==> src/rtl/riscv_pkg.sv <==
// Shared RISC-V pipeline definitions: default datapath width, the decoded
// control bundle carried down the pipe, the immediate-format selector used
// by the extender, and the bubble control word.
package riscv_pkg;

    localparam int DEFAULT_XLEN = 32;

    typedef enum logic [2:0] {
        IMM_I = 3'b000,
        IMM_S = 3'b001,
        IMM_B = 3'b010,
        IMM_J = 3'b011,
        IMM_U = 3'b100
    } immsrc_e;

    typedef struct packed {
        logic       regwrite;
        logic [1:0] resultsrc;
        logic       memwrite;
        logic       jump;
        logic       branch;
        logic [3:0] alucontrol;
        logic       alusrc;
        immsrc_e    immsrc;
    } ctrl_t;

    // A bubble must never write the register file or memory and never
    // redirect the PC; the remaining fields are zeroed as well so a bubble
    // is easy to spot on a waveform.
    localparam ctrl_t CTRL_NOP = '{
        regwrite:   1'b0,
        resultsrc:  2'b00,
        memwrite:   1'b0,
        jump:       1'b0,
        branch:     1'b0,
        alucontrol: 4'b0000,
        alusrc:     1'b0,
        immsrc:     IMM_I
    };

endpackage

==> src/rtl/id_ex_reg.sv <==
// ID/EX pipeline register: a flat one-cycle register stage between decode
// and execute with flush (bubble), stall (hold) and load behaviour.
// Optional feature: define ID_EX_BUBBLE_CNT_EN to add a saturating 32-bit
// count of bubbles loaded into the stage (output bubble_cnt).
module id_ex_reg
    import riscv_pkg::*;
#(
    parameter int XLEN = DEFAULT_XLEN
) (
    input  logic            clk,
    input  logic            rst_n,
    input  logic            stall_e,
    input  logic            flush_e,
    input  logic            valid_d,
    input  ctrl_t           ctrl_d,
    input  logic [XLEN-1:0] pc_d,
    input  logic [XLEN-1:0] pcplus4_d,
    input  logic [XLEN-1:0] rd1_d,
    input  logic [XLEN-1:0] rd2_d,
    input  logic [XLEN-1:0] immext_d,
    input  logic [4:0]      rs1_d,
    input  logic [4:0]      rs2_d,
    input  logic [4:0]      rd_d,
    output logic            valid_e,
    output ctrl_t           ctrl_e,
    output logic [XLEN-1:0] pc_e,
    output logic [XLEN-1:0] pcplus4_e,
    output logic [XLEN-1:0] rd1_e,
    output logic [XLEN-1:0] rd2_e,
    output logic [XLEN-1:0] immext_e,
    output logic [4:0]      rs1_e,
    output logic [4:0]      rs2_e,
    output logic [4:0]      rd_e
`ifdef ID_EX_BUBBLE_CNT_EN
    ,
    output logic [31:0]     bubble_cnt
`endif
);

    // A bubble enters on flush (which beats stall) or on an unstalled edge
    // whose decode slot is empty.
    logic take_bubble;
    assign take_bubble = flush_e | (~stall_e & ~valid_d);

    // Stage register: bubble, hold on stall, otherwise capture decode as-is.
    always_ff @(posedge clk or negedge rst_n) begin
        if (!rst_n) begin
            valid_e   <= 1'b0;
            ctrl_e    <= CTRL_NOP;
            pc_e      <= '0;
            pcplus4_e <= '0;
            rd1_e     <= '0;
            rd2_e     <= '0;
            immext_e  <= '0;
            rs1_e     <= '0;
            rs2_e     <= '0;
            rd_e      <= '0;
        end else if (take_bubble) begin
            valid_e   <= 1'b0;
            ctrl_e    <= CTRL_NOP;
            pc_e      <= '0;
            pcplus4_e <= '0;
            rd1_e     <= '0;
            rd2_e     <= '0;
            immext_e  <= '0;
            rs1_e     <= '0;
            rs2_e     <= '0;
            rd_e      <= '0;
        end else if (!stall_e) begin
            valid_e   <= 1'b1;
            ctrl_e    <= ctrl_d;
            pc_e      <= pc_d;
            pcplus4_e <= pcplus4_d;
            rd1_e     <= rd1_d;
            rd2_e     <= rd2_d;
            immext_e  <= immext_d;
            rs1_e     <= rs1_d;
            rs2_e     <= rs2_d;
            rd_e      <= rd_d;
        end
    end

`ifdef ID_EX_BUBBLE_CNT_EN
    // Count bubbles entering the stage, sticking at all-ones instead of wrapping.
    always_ff @(posedge clk or negedge rst_n) begin
        if (!rst_n) begin
            bubble_cnt <= '0;
        end else if (take_bubble && (bubble_cnt != 32'hFFFF_FFFF)) begin
            bubble_cnt <= bubble_cnt + 32'd1;
        end
    end
`endif

endmodule

==> config.mk <==
export PLATFORM = sky130hd
export DESIGN_NAME = id_ex_reg
export DESIGN_NICKNAME = d
export VERILOG_FILES = /design/src/rtl/riscv_pkg.sv /design/src/rtl/id_ex_reg.sv
export SDC_FILE = /design/constraint.sdc
export NUM_CORES = 1
export LEC_CHECK = 0
export BUFFER_PORTS_ARGS = -buffer_cell sky130_fd_sc_hd__buf_2
export CAP_MARGIN = 20
export CORE_AREA = 2 2 150 152
export CTS_BUF_LIST = sky130_fd_sc_hd__clkbuf_8
export DETAILED_ROUTE_END_ITERATION = 16
export DIE_AREA = 0 0 152 154
export PLACE_DENSITY = 0.74
export SYNTH_ARGS = -nofsm -noshare
export SYNTH_HDL_FRONTEND = slang
export SYNTH_SLANG_ARGS = --single-unit
==> constraint.sdc <==
create_clock -name clk -period 0.8 [get_ports clk]
set_input_delay 0.08 -clock clk [delete_from_list [all_inputs] [get_ports clk]]
set_output_delay 0.08 -clock clk [all_outputs]
set_load 0.01 [all_outputs]
==> out/metrics.cfg, run 1 <==
[floorplan]
core_area_mm2=0.0217
start_util_pct=32.9
num_rows=54
dieWidth_um=152
die_y_um=154
die-area_mm2=0.0234
boundaryPins=384

[worst_setup_path]
critPathBufInv=1
critPathSlowestCell=dfrtp_1
crit_path_start_kind=flop
required_ns=0.72
crit_arrival_ns=1.03
worstReg2RegStart=pc_e[27]
worstSetupPathType=reg2out
worst_r2r_endpoint=pc_e[27]
worstRegToRegCells=3
path_max_fanout=2
cpPeakStageDelay_ns=0.42
crit_chain=buf_2
worstSetupEndpointType=output pin
cp_top_family=flip-flops
rrSetupSlack_ns=-0.19

[timing]
maxClockFrequency_ghz=0.904
setup_violations=294
fin_ws_ns=-0.306
tns_ns=-56.10
rsz0062_at_grt=yes
fin_crit_sh_pct=138
final_hold_viol_count=0
worst_pin_slew_ns=0.396
maxSlewViolCount=0
fin_worst_skew_ns=0
period_needed_ns=1.11
worst_slew_margin_rel_pct=73.6

[drt]
post_drt_wl_per_cell_um=21.0
vias=7914
viasPerCell=5.49
post-route-drc-count=0
drt_wl_total_mm=30.2
ant_nets=0
dr.pass1.iters=7
drt-initial-drc-count=725

[pwr]
powerDensity_mw_per_mm2=1540
p_leak_nw=6.85
vdd_drop_max_v=0.00117
power.total_mw=20.7

[clocking]
cts.sinks=190
insertion_delay_ns=0.45
clk_path_buf_depth=2
cts_tree=built
cts_buffers=17
htree_levels=4
cts_root_buf=clkbuf_8
clk_pin_slew_ns=0.11

[logic_synthesis]
synth_nets=640
synthDistinctLibCells=10
postSynthAreaPerCell_um2=16.0
syn_inst=446
synth_area_mm2=0.00714
ys_seq_elements=190
synth_warnings=0
synth-seq-area-share_pct=66.6

[flow_run]
drv_cap=0

[outcome]
violations=setup timing
status=complete, but fails checks

[hold_path]
hold_path_class=in2async

[global_routing]
grt_max_degree=71
antenna_found_initial=2
grt_pass1_vias=7862
grtUsageTotal_pct=22.6
overflow=0
grt_pass1_wl_mm=42.7

[placement]
dp_hpwl_mm=15.7
place_ws_ns=-0.256
port_buffers=383
gp_congestion=0.801

[cells_and_area]
drive_gt1_share_pct=50.9
area_growth_pct=88.9
num-fill-cells=1497
nNetsFinal=1341

==> cell usage in the layout (no fill, tap or decap), drive strengths merged <==
| cell type | count |
|---|---|
| diode | 2 |
| bufinv | 1 |
| mux2i | 1 |
| clkinvlp | 1 |
| buf | 550 |
| dlygate4sd3 | 193 |
| clkbuf | 20 |
| inv | 7 |
| nor2 | 1 |
| dfrtp | 190 |
| a32o | 189 |
| nor2b | 2 |
| clkinv | 5 |
==> cell families after synthesis <==
group	after synthesis	synth area share, %
flops	190	66.6
compound gates	189	26.5
buf+inv	63	6.52
simple gates	3	0.228
mux	1	0.140
==> Yosys cell counts (all sizes together) <==
cell      n  area share, %
a32o    189             27
mux2i     1           0.14
inv       1          0.053
nor2b     2           0.18
clkbuf    8           0.42
nor2      1          0.053
dfrtp   190             67
buf      54            6.0
==> per-layer routing <==
| layer | part of all wire [%] | track usage [%] | routed length (um) |
|---|---|---|---|
| met4 | 5.4 | 11.1 | 1620 |
| met3 | 8.5 | 6.03 | 2570 |
| met2 | 51 | 39.0 | 15300 |
| met5 | 0 | 0 | 0 |
| met1 | 36 | 26.1 | 10800 |
==> worst max-delay path by stage <==
stage          cells after the start        start       endpoint
2_1_floorplan                      5      valid_d   pcplus4_e[0]
3_3_place_gp                       5      valid_d       rd1_e[9]
3_5_place_dp                       5      flush_e  pcplus4_e[17]
4_1_cts                            1  immext_e[5]    immext_e[5]
5_1_grt                            1    rd1_e[22]      rd1_e[22]
6_report                           1    rd1_e[22]      rd1_e[22]
==> registers in the layout, indices dropped and copies added (netlist names) <==
signal / cells
valid_e: 1
pcplus4_e: 32
pc_e: 32
rs1_e: 5
rd2_e: 32
rd_e: 5
ctrl_e: 14
immext_e: 32
rs2_e: 5
rd1_e: 32
==> layout make-up <==
cell class | count | area, um^2 | share of cell area (%)
timing repair buffer | 744 | 6020 | 44.6
sequential | 190 | 4750 | 35.3
clock buffer | 19 | 262 | 1.94
multi-input combinational | 193 | 1940 | 14.4
clock inverter | 13 | 144 | 1.07
inverter | 1 | 8.76 | 0.0650
tap | 280 | 350 | 2.60
antenna | 2 | 5.00 | 0.0371
==> through the flow <==
step | area [um^2] | util, % | instances | hold slack, ns
after floorplan | 7160 | - | 446 | -0.216
after global placement | 9710 | 44.8 | 1104 | 0.0160
after detailed placement | 9710 | 44.8 | 1104 | 0.0171
after CTS | 12600 | 58.0 | 1372 | 0.0584
after global routing | 13500 | 62.2 | 1442 | 0.0850
final | 13500 | 62.2 | 1442 | 0.101
==> repair_timing <==
action                                  in CTS  in global routing
resized for setup                           41                 79
endpoints found under the setup margin     190                233
pin swaps                                   42                 71
hold endpoints to repair                   380                  0
setup buffers                               43                 88
hold buffers                               193                  0
==> report_power, final <==
group	total, mW	leakage [nW]	switching (mW)	internal [mW]
registers	10.2	2.59	0.261	9.96
logic	4.01	4.05	1.72	2.29
clock network	6.51	0.205	3.75	2.77
No activity file was read; power rests on OpenSTA's default activity.
==> run 2: changes to the inputs <==
- BUFFER_PORTS_ARGS: -buffer_cell sky130_fd_sc_hd__buf_2 -> unset
- CORE_AREA: 2 2 150 152 -> 2 2 147 149
- DIE_AREA: 0 0 152 154 -> 0 0 149 151
- DONT_BUFFER_PORTS: unset -> 1
- PLACE_DENSITY: 0.74 -> 0.6
==> run 2 against run 1 <==
The flow finishes with violations (hold timing, setup timing). Setup slack got worse by 0.016 ns. Final cell count fell by 14%. Sequential power barely moved. Die area fell by 3.9%. Critical path depth did not move. Wire length fell by 8.7%. Worst hold slack got worse by 0.80 ns. Critical endpoint is now immext_e[3].
==> out/metrics.cfg, run 2 (same netlist as run 1, synthesis figures left out) <==
[timing]
maxSlewViolCount=0
final_hold_viol_count=190
rsz0062_at_grt=yes
holdWs_ns=-0.700
fin_crit_sh_pct=140
worst_pin_slew_ns=0.265
worst_slew_margin_rel_pct=82.4
setup_violations=295
fin_worst_skew_ns=0
fin_ws_ns=-0.322
maxClockFrequency_ghz=0.892
period_needed_ns=1.12

[worst_setup_path]
required_ns=0.72
worstRegToRegCells=3
worstSetupEndpointType=output pin
crit_arrival_ns=1.04
crit_path_start_kind=flop
path_max_fanout=2
critPathSlowestCell=dfrtp_1
cp_num_cells=1
cp_top_family=flip-flops
crit_chain=buf_6
critPathBufInv=1
worstSetupPathType=reg2out
cpPeakStageDelay_ns=0.45

[placement]
port_buffers=0
dp_hpwl_mm=14.9
gp_congestion=0.788
dp.cells=903

[drt]
post-route-drc-count=0
drt-initial-drc-count=376
viasPerCell=5.55
post_drt_wl_per_cell_um=22.3
dr.pass1.iters=6
ant_nets=0
vias=6864
drt_wl_total_mm=27.6

[clocking]
insertion_delay_ns=0.44
clk_pin_slew_ns=0.11
cts_buffers=17
cts_root_buf=clkbuf_8
cts_hold_buf=192
htree_levels=4
cts_tree=built
clk_path_buf_depth=2
cts.sinks=190

[global_routing]
grtUsageTotal_pct=22.0
grt_pass1_vias=6889
overflow=0
antenna_found_initial=3
top_usage_layer=met2
grt_util_met2_pct=38.9
grt_max_degree=191
grt_use_met1_pct=25.7
use_met3_pct=6.66
grt_pass1_wl_mm=38.4

[cells_and_area]
drive_gt1_share_pct=40.8
area_growth_pct=81.6
finalNonFillerCells=1237
num-fill-cells=1412
final_cell_mix=226 x buf_6, 192 x dlygate4sd3_1, 190 x dfrtp_1, 183 x a32o_1, 116 x buf_4
nNetsFinal=1141
final_common_cell=buf_6

[pwr]
p_leak_nw=6.10
powerDensity_mw_per_mm2=1520
vdd_drop_max_v=0.00111

[floorplan]
die-area_mm2=0.0225
boundaryPins=384
core_area_mm2=0.0208
dieWidth_um=149
num_rows=53
die_y_um=151
start_util_pct=34.3

[flow_run]
drv_cap=0

[outcome]
status=complete, but fails checks
violations=hold timing, setup timing

[hold_path]
hold_path_class=in2async

run 2: final cells by class:
class	instances	area, um^2	area share [%]
clock inverter	13	126	0.975
tap	275	344	2.65
inverter	1	6.26	0.0483
multi-input combinational	193	1940	15.0
timing repair buffer	544	5540	42.7
sequential	190	4750	36.7
clock buffer	18	248	1.91
antenna	3	7.51	0.0579
run 2: per-stage QoR:
step	setup TNS [ns]	utilization, %	power (mW)	setup WS [ns]	cell area, um^2
2_1_floorplan	-15.91	-	11.4	-0.130	7160
3_3_place_gp	-18.46	43.2	12.2	-0.115	8990
3_5_place_dp	-21.44	43.2	12.3	-0.150	8990
4_1_cts	-57.36	59.4	19.5	-0.349	12400
5_1_grt	-71.75	62.3	20.5	-0.377	13000
6_report	-56.97	62.3	19.7	-0.322	13000
run 2: power by group:
group | total (mW) | internal [mW] | switching, mW
Combinational | 3.42 | 2.10 | 1.31
Sequential | 10.3 | 9.96 | 0.319
Clock | 6.03 | 2.36 | 3.67
run 2: metal layers:
layer | vias up | share of wire, %
li1 | 2879 | -
met2 | 412 | 52
met1 | 3518 | 36
met3 | 55 | 9.0
met4 | 0 | 2.5
met5 | - | 0
run 2: timing repair:
action | in CTS | in global routing
resized for setup | 190 | 42
endpoints found under the setup margin | 190 | 241
buffers inserted | 49 | 78
endpoints found under the hold margin | 380 | 190
pin swaps | 47 | 60
run 2: final timing paths:
check | startpoint | endpoint | slack, ns
worst min-delay path | rst_n | immext_e[11] | -0.70
max in group asynchronous | rst_n | rd1_e[28] | 1.21
min in group clk | flush_e | rs1_e[3] | 0.04
worst min register to register | rs2_e[0] | rs2_e[0] | 0.53
worst max-delay path | immext_e[3] | immext_e[3] | -0.32
worst max register to register | immext_e[11] | immext_e[11] | -0.16
